**config.mk**
```make
export PLATFORM = sky130hd
export DESIGN_NAME = uart_receive
export DESIGN_NICKNAME = d
export VERILOG_FILES = /design/src/rtl/uart_pkg.sv /design/src/rtl/uart_rx_sync.sv /design/src/rtl/uart_receive.sv
export SDC_FILE = /design/constraint.sdc
export NUM_CORES = 1
export LEC_CHECK = 0
export CORE_MARGIN = 4
export CORE_UTILIZATION = 33
export DETAILED_ROUTE_END_ITERATION = 8
export HOLD_SLACK_MARGIN = 0.1
export MAX_ROUTING_LAYER = met4
export PLACE_DENSITY_LB_ADDON = 0.12
export SKIP_CTS_REPAIR_TIMING = 1
export SLEW_MARGIN = 5
export SYNTH_ARGS = -nofsm -noshare
export SYNTH_HDL_FRONTEND = slang
export SYNTH_SLANG_ARGS = --single-unit
export TNS_END_PERCENT = 50
```
**constraint.sdc**
```tcl
create_clock -name clock -period 2.2 [get_ports clock]
set_clock_uncertainty 0.2 [all_clocks]
set_input_delay 0.22 -clock clock [delete_from_list [all_inputs] [get_ports clock]]
set_output_delay 0.22 -clock clock [all_outputs]
set_load 0.02 [all_outputs]
```
**src/rtl/uart_pkg.sv**
```systemverilog
// Shared UART definitions: FSM states, parity modes, baud divisor.
// Used by both the receiver and the transmitter.
package uart_pkg;

    typedef enum logic [2:0] {
        S_IDLE,
        S_START,
        S_DATA,
        S_PARITY,
        S_STOP,
        S_BREAK
    } uart_state_t;

    localparam int PARITY_NONE = 0;
    localparam int PARITY_ODD  = 1;
    localparam int PARITY_EVEN = 2;

    function automatic int clks_per_bit(input int mainclock, input int baudrate);
        return mainclock / baudrate;
    endfunction

endpackage

```
**src/rtl/uart_rx_sync.sv**
```systemverilog
// Two-flop synchronizer for the asynchronous rx line.
// Resets to the idle-high level so no false start appears out of reset.
module uart_rx_sync (
    input  logic clock,
    input  logic reset,
    input  logic i_rx,
    output logic o_rx_s
);

    logic [1:0] r_sync;

    always_ff @(posedge clock or negedge reset) begin
        if (!reset) begin
            r_sync <= 2'b11;
        end else begin
            r_sync <= {r_sync[0], i_rx};
        end
    end

    assign o_rx_s = r_sync[1];

endmodule

```
**src/rtl/uart_receive.sv**
```systemverilog
// 8-bit UART receiver with optional parity.
// Three-sample majority vote around mid-bit; one-cycle done strobe.
module uart_receive
    import uart_pkg::*;
#(
    parameter int MAINCLOCK = 50000000,
    parameter int BAUDRATE  = 115200,
    parameter int PARITY    = 0
) (
    input  logic       clock,
    input  logic       reset,
    input  logic       i_rx,
    output logic       o_busy,
    output logic       o_done,
    output logic [7:0] o_data,
    output logic       o_frame_err,
    output logic       o_parity_err
);

    localparam int CPB  = clks_per_bit(MAINCLOCK, BAUDRATE);
    localparam int HALF = CPB / 2;
    localparam int CW   = $clog2(CPB);

    localparam logic [CW-1:0] C_LAST = CW'(CPB - 1);
    localparam logic [CW-1:0] C_S0   = CW'(HALF - 1);
    localparam logic [CW-1:0] C_S1   = CW'(HALF);
    localparam logic [CW-1:0] C_S2   = CW'(HALF + 1);

    if (CPB < 8) begin : g_cpb_check
        $error("uart_receive: MAINCLOCK/BAUDRATE must be >= 8");
    end

    uart_state_t   r_state;
    uart_state_t   w_next;
    logic [CW-1:0] r_cnt;
    logic [2:0]    r_bit;
    logic          r_s0;
    logic          r_s1;
    logic [7:0]    r_shift;
    logic          r_pbit;
    logic          r_done;
    logic [7:0]    r_data;
    logic          r_ferr;
    logic          r_perr;

    logic w_rx_s;
    logic w_maj;
    logic w_mid;
    logic w_end;
    logic w_perr;

    uart_rx_sync u_sync (
        .clock  (clock),
        .reset  (reset),
        .i_rx   (i_rx),
        .o_rx_s (w_rx_s)
    );

    assign w_maj = (r_s0 & r_s1) | (r_s0 & w_rx_s) | (r_s1 & w_rx_s);
    assign w_mid = (r_cnt == C_S2);
    assign w_end = (r_cnt == C_LAST);

    // Odd parity wants the 9-bit xor to be 1, even wants 0.
    assign w_perr = (PARITY != PARITY_NONE) &&
                    ((^r_shift ^ r_pbit) != (PARITY == PARITY_ODD));

    always_comb begin
        w_next = r_state;
        unique case (r_state)
            S_IDLE: begin
                if (!w_rx_s) w_next = S_START;
            end
            S_START: begin
                if (w_mid && w_maj) w_next = S_IDLE;
                else if (w_end)     w_next = S_DATA;
            end
            S_DATA: begin
                if (w_end && r_bit == 3'd7) begin
                    w_next = (PARITY != PARITY_NONE) ? S_PARITY : S_STOP;
                end
            end
            S_PARITY: begin
                if (w_end) w_next = S_STOP;
            end
            S_STOP: begin
                if (w_mid) w_next = w_maj ? S_IDLE : S_BREAK;
            end
            S_BREAK: begin
                if (w_rx_s) w_next = S_IDLE;
            end
            default: w_next = S_IDLE;
        endcase
    end

    always_ff @(posedge clock or negedge reset) begin
        if (!reset) begin
            r_state <= S_IDLE;
            r_cnt   <= '0;
            r_bit   <= '0;
            r_s0    <= 1'b1;
            r_s1    <= 1'b1;
            r_shift <= '0;
            r_pbit  <= 1'b0;
            r_done  <= 1'b0;
            r_data  <= '0;
            r_ferr  <= 1'b0;
            r_perr  <= 1'b0;
        end else begin
            r_state <= w_next;
            r_done  <= 1'b0;
            if (r_state == S_IDLE || r_state == S_BREAK || w_end) begin
                r_cnt <= '0;
            end else begin
                r_cnt <= r_cnt + CW'(1);
            end
            if (r_cnt == C_S0) r_s0 <= w_rx_s;
            if (r_cnt == C_S1) r_s1 <= w_rx_s;
            if (r_state == S_DATA && w_mid) begin
                r_shift <= {w_maj, r_shift[7:1]};
            end
            if (r_state == S_DATA && w_end) begin
                r_bit <= r_bit + 3'd1;
            end
            if (r_state == S_PARITY && w_mid) begin
                r_pbit <= w_maj;
            end
            // Publish at the stop decision; do not wait for the stop bit end.
            if (r_state == S_STOP && w_mid) begin
                r_done <= 1'b1;
                r_data <= r_shift;
                r_ferr <= ~w_maj;
                r_perr <= w_perr;
            end
        end
    end

    assign o_busy       = (r_state != S_IDLE) && (r_state != S_BREAK);
    assign o_done       = r_done;
    assign o_data       = r_data;
    assign o_frame_err  = r_ferr;
    assign o_parity_err = r_perr;

endmodule

```
==> summary.md <==
| Metric | Value |
|---|---|
| Pwr Total | `1.395 mW` |
| Buffers & Inverters on Critical Path | `1` |
| Post-synthesis register bit count | `37` |
| Vias in the first global route | `1161` |
| DIE HEIGHT | `79.65 um` |
| Final setup fails | `0` |
| Switching Fraction | `18.45%` |
| Clk_lat worst skew | `290 ps` |
| Total of max-cap violations | `0` |
| Slowest-stage cell, CP | `or4_1` |
| CP delay by family, top | `simple AND/OR/NAND/NOR gates` |
| Hold_ws | `134.5 ps` |
| Slew headroom | `46.20%` |
| Share of cells above drive strength 1 | `23.75%` |
| Ys async rst share | `100.0%` |
| Sequential cell area fraction in the yosys report | `54.95%` |
| GP Congestion | `0.8354` |
| CP Launch Type | `register` |
| EDFF count, synth | `0` |
| Commonest non-fill, non-tap cell in the layout | `dfrtp_1` |
| Row count | `25` |
| Nets | `168` |
| Die area | `0.006344 sq mm` |
| Fin area | `0.002043 sq mm` |
| Psw | `0.2574 mW` |
| TritonCTS Buffers | `5` |
| Mapped Area | `0.001694 sq mm` |
| Worst Path Arrival | `1960 ps` |
| Worst hold stages | `1` |
| Post-route DRC | `0` |
| Crit-path cells | `inv_1, ha_1, nand4b_1, or4_1, nand2_1, nor2_1` |
| Initial Utilization | `34.94%` |
| CTS clk-pin slew, worst paths | `70 ps` |
| Remaining antenna violation count after routing | `0` |
| P per Cell Area | `682.8 mW/mm^2` |
| First-pass iteration count of the detailed router | `4` |
| Synth warn | `0` |
| Status | `complete, no violations` |
| Max Clock Freq | `501.0 MHz` |
| Leak Pwr | `0.9410 nW` |
| Fin. Hold Viols | `0` |
| Yosys cell types | `37` |
| CP required | `2170 ps` |
| Sinks on Clock Net | `37` |
| Top FF cell, synth | `dfrtp_1` |
| TritonCTS clock tree | `yes` |
| Largest net degree at the start of global routing | `38` |
| First-pass GRT wire length | `5313 um` |
| Clk pwr share | `49.5%` |
| CP max stage delay | `490 ps` |
| Fillers | `466` |
| Worst ir drop on vdd | `325.0 uV` |
| Kind of critical path | `reg2reg` |
| Internal power | `1.138 mW` |
| Total global routing overflow | `0` |
| Comb power frac | `1.3%` |
| DP HPWL | `2081 um` |
| Tightest Pin Transition | `807.0 ps` |
| RSZ-0062 raised after global routing | `false` |
| WL final | `3005 um` |
| Placed inst area | `0.001897 sq mm` |
| Highest-count cells in the layout ignoring fill and taps | `dfrtp_1 (33), mux2_2 (20), nand2_1 (11), nor2_1 (11), clkdlybuf4s50_1 (11)` |
| CTS H-tree lvls | `2` |
| Reg power frac | `49.1%` |
| Crit path max fanout | `8` |
| DR vias/cell | `4.749` |
| Final WS setup | `203.9 ps` |
| Total GRT Usage | `11.08%` |
| Mapped Cells | `140` |
| Worst path depth | `6` |
| Top Ports | `15` |
| Wire length per cell | `13.24 um` |
| PortBufs | `13` |
| Core Area | `0.004848 sq mm` |
| Die Wd | `79.65 um` |
| DP Worst Slack | `215.7 ps` |
| Initial antenna violation count | `0` |
| Hold Path Class | `in2reg` |
| Area grow syn2layout | `20.61%` |
| Setup crit end kind | `register` |
| 1st-iter DRT viols | `108` |
| Vias post-DR | `1078` |
| Net Count, Synth | `149` |
| Total negative slack | `0 ps` |
| Tmin final | `1996 ps` |
| Worst-case clock buffer depth | `2` |
| Antenna fix cells | `0` |
| Final period util | `90.73%` |
| Worst-case reg-to-reg path depth | `6` |
| Final Max Slew Viols | `0` |
| Syn Area/Cell | `12.10 sq um` |
| CTS root buf | `clkbuf_8` |
worst reg2reg max path, cell delays in order (launching register included):
cell and delay [ps]:
dfrtp_1 430, inv_1 100, ha_1 170, nand4b_1 120, or4_1 490, nand2_1 280, nor2_1 90
cell families (layout without fill, tap and decap cells):
kind of cell	count (synthesis)	in the layout	share of synthesized area (%)
compound gates	12	12	4.801
fa+ha+maj	7	7	5.022
xor+xnor	8	8	4.135
buf+inv	10	30	2.584
simple gates	45	45	14.99
other cells	1	1	0.2214
flops	37	37	54.95
mux	20	20	13.29
synth_stat cells (2+ instances only):
| cell | number | area (sq um) |
|---|---|---|
| dfrtp_1 | 33 | 825.8 |
| mux2_2 | 20 | 225.2 |
| nand2_1 | 11 | 41.29 |
| nor2_1 | 11 | 41.29 |
| ha_1 | 6 | 75.07 |
| inv_1 | 6 | 22.52 |
| nand3_1 | 6 | 30.03 |
| o21ai_0 | 5 | 25.02 |
| dfstp_2 | 4 | 105.1 |
| xnor2_1 | 4 | 35.03 |
| xor2_1 | 4 | 35.03 |
| nand2b_1 | 3 | 18.77 |
| and3_1 | 2 | 12.51 |
| o32ai_1 | 2 | 17.52 |
state kept, by name (all words and copies together), names as in the netlist:
name,cells
r_bit,3
r_shift,8
u_sync.r_sync,2
r_state,3
o_data,8
r_cnt,9
o_frame_err,1
r_s0,1
r_s1,1
o_done,1
path summary, 6_finish.rpt:
path                       slack, ps                to              from
setup / recovery                 200          r_cnt[8]          r_cnt[1]
hold / removal                   130  u_sync.r_sync[0]              i_rx
setup reg to reg                 200          r_cnt[8]          r_cnt[1]
hold reg to reg                  160  u_sync.r_sync[1]  u_sync.r_sync[0]
max in group asynchronous        920         o_data[1]             reset
min in group asynchronous        350          r_cnt[5]             reset
area by class of cell:
type                    instances  area [sq um]  share of cell area (%)
multi-input cells              93         719.4                   35.21
inverters                       6         22.52                   1.102
well taps                      67         83.83                   4.103
clock buffers                   5         68.82                   3.368
flip-flops and latches         37         930.9                   45.56
clock inverters                 3         65.06                   3.184
repair buffers                 16         152.6                   7.471
power groups by stage:
stage,clock (mW),sequential (mW),combinational [mW]
global placement,0,0.698,0.0191
CTS,0.715,0.685,0.0192
finish,0.691,0.686,0.0188
floorplan,0,0.698,0.00385
global route,0.741,0.685,0.0235
detailed placement,0,0.698,0.0192
layer usage:
metal,track usage (%),wire (um),vias to the layer above
met3,3.273,119,5
met5,-,0,-
met4,4.124,45,0
li1,-,-,521
met2,16.86,1378,20
met1,13.97,1462,532
metrics by stage:
step / util (%) / cells
final: 42.14 / 227
after global routing: 42.14 / 227
after CTS: 41.88 / 226
after detailed placement: 39.12 / 218
after global placement: 39.12 / 218
after floorplan: - / 140
(Power assumes the default switching activity.)
